File: src/rtl/apb_master_bridge.sv
// Single-outstanding valid/ready to APB3 bridge with address-window decode and slave timeout.
// Every output is registered except req_ready, which is high only while no transfer is outstanding.
module apb_master_bridge #(
    parameter logic [31:0] ADDR_BASE = 32'h2000_0000,
    parameter logic [31:0] ADDR_MASK = 32'hFFFF_F000,
    parameter int unsigned TIMEOUT   = 255
) (
    input  logic        Pclk,
    input  logic        Prst,
    input  logic        req_valid,
    output logic        req_ready,
    input  logic [31:0] req_addr,
    input  logic        req_write,
    input  logic [31:0] req_wdata,
    output logic        rsp_valid,
    input  logic        rsp_ready,
    output logic [31:0] rsp_rdata,
    output logic        rsp_err,
    output logic [31:0] Paddr,
    output logic        Pwrite,
    output logic        Psel,
    output logic        Penable,
    output logic [31:0] Pwdata,
    input  logic [31:0] Prdata,
    input  logic        Pready,
    input  logic        Pslverr
);

    localparam int unsigned CW = ($clog2(TIMEOUT + 1) > 8) ? $clog2(TIMEOUT + 1) : 8;

    typedef enum logic [1:0] {IDLE, SETUP, ACCESS, RESP} state_t;

    state_t        state, state_nxt;
    logic [CW-1:0] tmo_cnt, tmo_cnt_nxt;
    logic          accept, in_win, timed_out;

    logic [31:0]   paddr_nxt, pwdata_nxt, rsp_rdata_nxt;
    logic          pwrite_nxt, psel_nxt, penable_nxt, rsp_valid_nxt, rsp_err_nxt;

    assign req_ready = (state == IDLE);
    assign accept    = req_valid && req_ready;
    assign in_win    = ((req_addr & ADDR_MASK) == ADDR_BASE);
    // Pready in the same cycle as the limit wins over the abort.
    assign timed_out = (TIMEOUT != 0) && (tmo_cnt == CW'(TIMEOUT)) && !Pready;

    always_ff @(posedge Pclk or posedge Prst) begin
        if (Prst) state <= IDLE;
        else      state <= state_nxt;
    end

    always_comb begin
        state_nxt = state;
        case (state)
            IDLE:    if (accept) state_nxt = in_win ? SETUP : RESP;
            SETUP:   state_nxt = ACCESS;
            ACCESS:  if (Pready || timed_out) state_nxt = RESP;
            RESP:    if (rsp_ready) state_nxt = IDLE;
            default: state_nxt = IDLE;
        endcase
    end

    always_comb begin
        paddr_nxt     = Paddr;
        pwrite_nxt    = Pwrite;
        pwdata_nxt    = Pwdata;
        rsp_rdata_nxt = rsp_rdata;
        rsp_err_nxt   = rsp_err;
        tmo_cnt_nxt   = tmo_cnt;
        psel_nxt      = (state_nxt == SETUP) || (state_nxt == ACCESS);
        penable_nxt   = (state_nxt == ACCESS);
        rsp_valid_nxt = (state_nxt == RESP);
        case (state)
            IDLE: begin
                if (accept && in_win) begin
                    paddr_nxt   = req_addr;
                    pwrite_nxt  = req_write;
                    pwdata_nxt  = req_wdata;
                    tmo_cnt_nxt = '0;
                end else if (accept) begin
                    rsp_rdata_nxt = '0;
                    rsp_err_nxt   = 1'b1;
                end
            end
            ACCESS: begin
                if (Pready) begin
                    rsp_rdata_nxt = Pwrite ? 32'h0 : Prdata;
                    rsp_err_nxt   = Pslverr;
                end else if (timed_out) begin
                    rsp_rdata_nxt = '0;
                    rsp_err_nxt   = 1'b1;
                end else begin
                    tmo_cnt_nxt = tmo_cnt + CW'(1);
                end
            end
            default: ;
        endcase
    end

    always_ff @(posedge Pclk or posedge Prst) begin
        if (Prst) begin
            Paddr     <= '0;
            Pwrite    <= 1'b0;
            Pwdata    <= '0;
            Psel      <= 1'b0;
            Penable   <= 1'b0;
            rsp_valid <= 1'b0;
            rsp_rdata <= '0;
            rsp_err   <= 1'b0;
            tmo_cnt   <= '0;
        end else begin
            Paddr     <= paddr_nxt;
            Pwrite    <= pwrite_nxt;
            Pwdata    <= pwdata_nxt;
            Psel      <= psel_nxt;
            Penable   <= penable_nxt;
            rsp_valid <= rsp_valid_nxt;
            rsp_rdata <= rsp_rdata_nxt;
            rsp_err   <= rsp_err_nxt;
            tmo_cnt   <= tmo_cnt_nxt;
        end
    end

endmodule

File: config.mk
export PLATFORM = sky130hd
export DESIGN_NAME = apb_master_bridge
export DESIGN_NICKNAME = d
export VERILOG_FILES = /design/src/rtl/apb_master_bridge.sv
export SDC_FILE = /design/constraint.sdc
export NUM_CORES = 1
export LEC_CHECK = 0
export ABC_AREA = 0
export BUFFER_PORTS_ARGS = -buffer_cell sky130_fd_sc_hd__buf_2
export CORE_ASPECT_RATIO = 1.5
export CORE_MARGIN = 1
export CORE_UTILIZATION = 40
export CTS_BUF_LIST = sky130_fd_sc_hd__clkbuf_4 sky130_fd_sc_hd__clkbuf_8
export CTS_CLUSTER_SIZE = 8
export DETAILED_ROUTE_END_ITERATION = 8
export PLACE_DENSITY = 0.8
export SLEW_MARGIN = 15
export SYNTH_ARGS = -nofsm -noshare
export SYNTH_HDL_FRONTEND = slang
export SYNTH_SLANG_ARGS = --single-unit
File: constraint.sdc
create_clock -name Pclk -period 7.3 [get_ports Pclk]
set_clock_uncertainty 0.1 [all_clocks]
set_input_delay 1.46 -clock Pclk [delete_from_list [all_inputs] [get_ports Pclk]]
set_output_delay 1.46 -clock Pclk [all_outputs]
set_load 0.01 [all_outputs]
**Word-level counts from Yosys, hierarchy flattened**

Cells that the tools add are included.

- Flip-flop bits (word level): 111

- Add/sub/neg operators: 1
- Equality and inequality tests: 14
- Muxes and demuxes: 20
- Reductions and logical operators: 11

Operators by type and width:

| cell | count |
|---|---|
| $mux W32 | 5 |
| $pmux W32 S2 | 1 |
| $mux W8 | 3 |
| $eq A20 B18 Y1 const B | 1 |
| $pmux W8 S2 | 1 |
| $add A8 B1 Y8 const B | 1 |
| $eq A2 B2 Y1 const B | 4 |
| $eq A8 B8 Y1 const B | 1 |
| $mux W2 | 4 |
| $pmux W2 S4 | 1 |
| $reduce_and A4 Y1 | 2 |
| $ne A2 B2 Y1 const B | 3 |
| $eq A2 B1 Y1 const B | 2 |
| $mux W1 | 4 |
| $ne A2 B1 Y1 const B | 2 |
| $logic_and A1 B1 Y1 | 3 |
| $ne A3 B3 Y1 const B | 1 |
| $logic_not A2 Y1 | 1 |
| $logic_or A1 B1 Y1 | 2 |
| $pmux W1 S2 | 1 |
| $reduce_and A2 Y1 | 1 |
| $reduce_bool A2 Y1 | 1 |
| $logic_not A1 Y1 | 1 |

**Longest topological paths before layout**

- Word-level depth: 7
- Depth in mapped cells: 7
- Gate-level depth less buffers: 7

**Least setup slack after synthesis**

Ideal clock, no wire load.

- Path type: input to register
- Start: in req_addr[18]
- End: reg Paddr[0]
- Library setup time: 125 ps
- Data arrival time: 2683 ps
- Data required time: 7075 ps
- Path slack: 4393 ps
- Stages on the path: 5
- Path buffers: 1
- Cells stage by stage: nor4_1 nand4_1 nor3_4 buf_4 mux2_2

- Word-level cells in the longest chain between the ends: 3

Ends and longest elaborated chain:

| item | line | source |
|---|---|---|
| start, declared | 12 | `input logic [31:0] req_addr,` |
| $eq A20 B18 Y1 | 42 | `assign in_win = ((req_addr & ADDR_MASK) == ADDR_BASE);` |
| $logic_and A1 B1 Y1 | 74 | `if (accept && in_win) begin` |
| $reduce_and A2 Y1 (no line) | n/a |  |
| end signal, assigned | 111 | `Paddr <= paddr_nxt;` |
| end, declared | 19 | `output logic [31:0] Paddr,` |

No other way between the ends.
A chain may end at the register's enable or synchronous reset.

**Final worst setup path**

- Start: in req_addr[23]
- End: reg Pwdata[2]

- Word-level cells in the longest chain between the ends: 3

Ends and longest elaborated chain:

| item | line | source |
|---|---|---|
| $eq A20 B18 Y1 | 42 |  |
| $logic_and A1 B1 Y1 | 74 |  |
| $reduce_and A2 Y1 (no line) | n/a |  |
| end signal, assigned | 113 | `Pwdata <= pwdata_nxt;` |
| end, declared | 23 | `output logic [31:0] Pwdata,` |

No other way between the ends.

==> flow_summary_export.csv <==
group,metric,value,unit
outcome,status,"finished, final reports clean",
power_and_ir_drop,power.static_leakage,3.158,nW
timing,transition_time_of_the_tightest_slew_check_pin,0.6962,ns
clock_tree,cts.path.max_buffers,2,
clock_tree,tritoncts.num_buffers,9,
floorplan,initial_utilization,0.4130,
final_layout,post_route_cells_drive_above_1_share,0.5460,
global_routing,first_global_vias,3075,
setup_path,critPathMaxFanout,64,
clock_tree,holdBufCountCts,0,
clock_tree,cts_sinks,111,
final_layout,final_net_count,601,
route,drt-total-wl,8.989,mm
route,drc,0,
floorplan,placeableCoreArea,10130,µm²
global_routing,grt_use_total,0.1693,
global_routing,number_of_antenna_violations_at_the_first_check_in_global_routing,2,
synthesis,synth_area,4185,µm²
setup_path,cp.required,7.44,ns
final_layout,area_growth,31.63,%
timing,setup-tns-final,0,ns
timing,setup_viol,0,
timing,finalCriticalPeriod,3.260,ns
timing,grt_setup_unrepaired,"no",
timing,slew_headroom,0.5348,
clock_tree,cts_tree,"yes",
final_layout,finish.utilization,0.5436,
synthesis,synthesis.instances,291,
setup_path,setup.worst_path.start_class,"input pin",
final_layout,nFillCells,847,
timing,slew_violations,0,
timing,max_freq,0.3067,GHz
synthesis,synth_edf_count,0,
clock_tree,ctsResizeCount,0,
placement,dp_hpwl,6.778,mm
setup_path,setup.worst_path.class,"in2reg",
clock_tree,cts_root_buffer,"clkbuf_8",
final_layout,most_frequent_standard_cell_in_the_layout_excluding_fill_and_tap_cells,"buf_2",
global_routing,grt-ovfl-total,0,
setup_path,cp-startpoint,"req_addr[23]",
timing,finalHoldViolCount,0,
setup_path,crit-reg2reg-capture,"Pwdata[2]$_DFFE_PP0P_",
route,dr.pass1.iters,4,
synthesis,synth.yosys.seq_area_share,0.6637,
synthesis,post_synth_arst_share,1.000,
floorplan,die_x,85.52,µm
power_and_ir_drop,powerDensity,286.6,nW/µm²
global_routing,grt_pass1_wl,14.35,mm
clock_tree,clock_latency_reported_for_the_late_side_of_the_worst_skew_pair,0.35,ns
setup_path,ff2ff_setup_slack,4.96,ns
floorplan,die_height,127.3,µm
route,drt_iter0_markers,123,
synthesis,yosys_most_used_dff,"dfrtp_1",
clock_tree,post-cts-setup-buffer-count,0,
setup_path,worst_r2r_path_depth,5,
floorplan,die-area,10890,µm²
setup_path,reg2reg_from,"state[1]$_DFF_PP0_",
flow_run,max_cap_violations,0,
synthesis,syn-num-nets,397,
floorplan,number_of_ports_placed_on_the_die_boundary,205,
timing,timing.final.crit_share,0.4466,
route,post_drt_wl_per_cell,14.52,µm
min_path,hp-start,"Paddr[29]$_DFFE_PP0P_",
setup_path,critical_path.endpoint_type,"register",
placement,globalplace.congestion,0.7335,
synthesis,syn_area_per_cell,14.38,µm²
clock_tree,maximum_level_of_the_cts_h_tree,3,
route,final_antenna_net_count,0,
floorplan,num_rows,45,
placement,io_buffers,204,
min_path,hold_path.class,"reg2reg",
clock_tree,clk_pin_slew_worst_paths,0.10,ns
global_routing,pin_count_of_the_biggest_net_entering_global_routing,65,
setup_path,end_point_of_the_critical_path,"Pwdata[2]$_DFFE_PP0P_",
synthesis,ys.warnings.count,0,
final_layout,layout_common_cells,"buf_2, dfrtp_1, mux2_2, a22o_1, nor2b_1",
route,num_vias,3090,
setup_path,worst_ep_arrival_time,3.40,ns
synthesis,distinct_cells_synth,33,
synthesis,synth.ff_latch_count,111,
route,viasPerCell,4.992,
power_and_ir_drop,irDropWorstVdd,0.1354,mV
registers in the layout (all words and copies together) (netlist names):
register   count
rsp_rdata     32
rsp_err        1
Paddr         32
rsp_valid      1
state          2
Penable        1
tmo_cnt        8
Psel           1
Pwdata        32
Pwrite         1
metrics by stage:
stage | power [mW] | hold WS [ns] | cells | area, µm² | setup WS [ns]
after floorplan | 1.052 | 0.3900 | 291 | 4185 | 2.809
after global placement | 1.210 | 0.3733 | 601 | 5296 | 3.646
after detailed placement | 1.228 | 0.3804 | 601 | 5296 | 3.615
after CTS | 1.603 | 0.4103 | 617 | 5498 | 4.004
after global routing | 1.680 | 0.4100 | 618 | 5507 | 3.897
final | 1.579 | 0.3943 | 619 | 5509 | 4.040
worst min path at each step:
stage                        endpoint  slack (ns)  cells after the start
3_3_place_gp    Paddr[29]$_DFFE_PP0P_        0.37                      1
3_5_place_dp    Paddr[12]$_DFFE_PP0P_        0.38                      1
6_report        Paddr[29]$_DFFE_PP0P_        0.39                      1
5_1_grt         Paddr[29]$_DFFE_PP0P_        0.41                      1
2_1_floorplan  tmo_cnt[0]$_DFFE_PP0P_        0.39                      1
4_1_cts         Paddr[29]$_DFFE_PP0P_        0.41                      1
cell usage after synthesis, drive strengths merged (2+ instances only):
library cell    n  share of area
a22o           33          0.069
nor2b          21          0.031
dfrtp         111           0.66
buf             9          0.015
mux2           45           0.12
clkbuf          4         0.0036
or2             2         0.0030
nor4            3         0.0045
o21a            2         0.0036
ha              3         0.0090
nand2          14          0.013
inv             4         0.0036
a21oi           5         0.0060
and3            3         0.0045
o22a            3         0.0063
nor3            5         0.0087
nand3           3         0.0036
o21ai           3         0.0036
nor2            8         0.0072
layout make-up:
type	instances	area, µm²	share of cell area
antenna	2	5.005	0.0009085
clock inverter	7	77.57	0.01408
tap	117	146.4	0.02657
clock buffer	9	123.9	0.02248
inverter	4	17.52	0.003180
multi-input combinational	163	1325	0.2405
timing repair buffer	206	1036	0.1881
sequential	111	2778	0.5042
worst max-delay path, stage by stage:
cell and delay, ns:
buf_2 0.10, nor4_1 0.28, nand4_1 0.24, nor3_4 0.27, buf_4 0.62, mux2_2 0.41
power breakdown:
group | internal (mW) | switching [mW] | total [mW] | leakage, nW
clock network | 0.162 | 0.205 | 0.367 | 0.101
logic | 0.195 | 0.224 | 0.420 | 1.57
registers | 0.724 | 0.0680 | 0.792 | 1.48
total | 1.08 | 0.497 | 1.58 | 3.16
cells by family after synthesis:
kind of cell    count (synthesis)  share of synthesized area
mux                            46                     0.1235
simple gates                   65                    0.08730
buf+inv                        17                    0.02182
fa+ha+maj                       3                   0.008970
compound gates                 49                    0.09477
flops                         111                     0.6637
layer usage:
layer,wire length (µm),GRT usage,up-vias
met1,3519,0.1941,1477
li1,-,-,1443
met5,0,0,-
met4,216,0.08529,0
met2,4645,0.2885,151
met3,607,0.04651,19
Power figures use the tool's default switching activity.
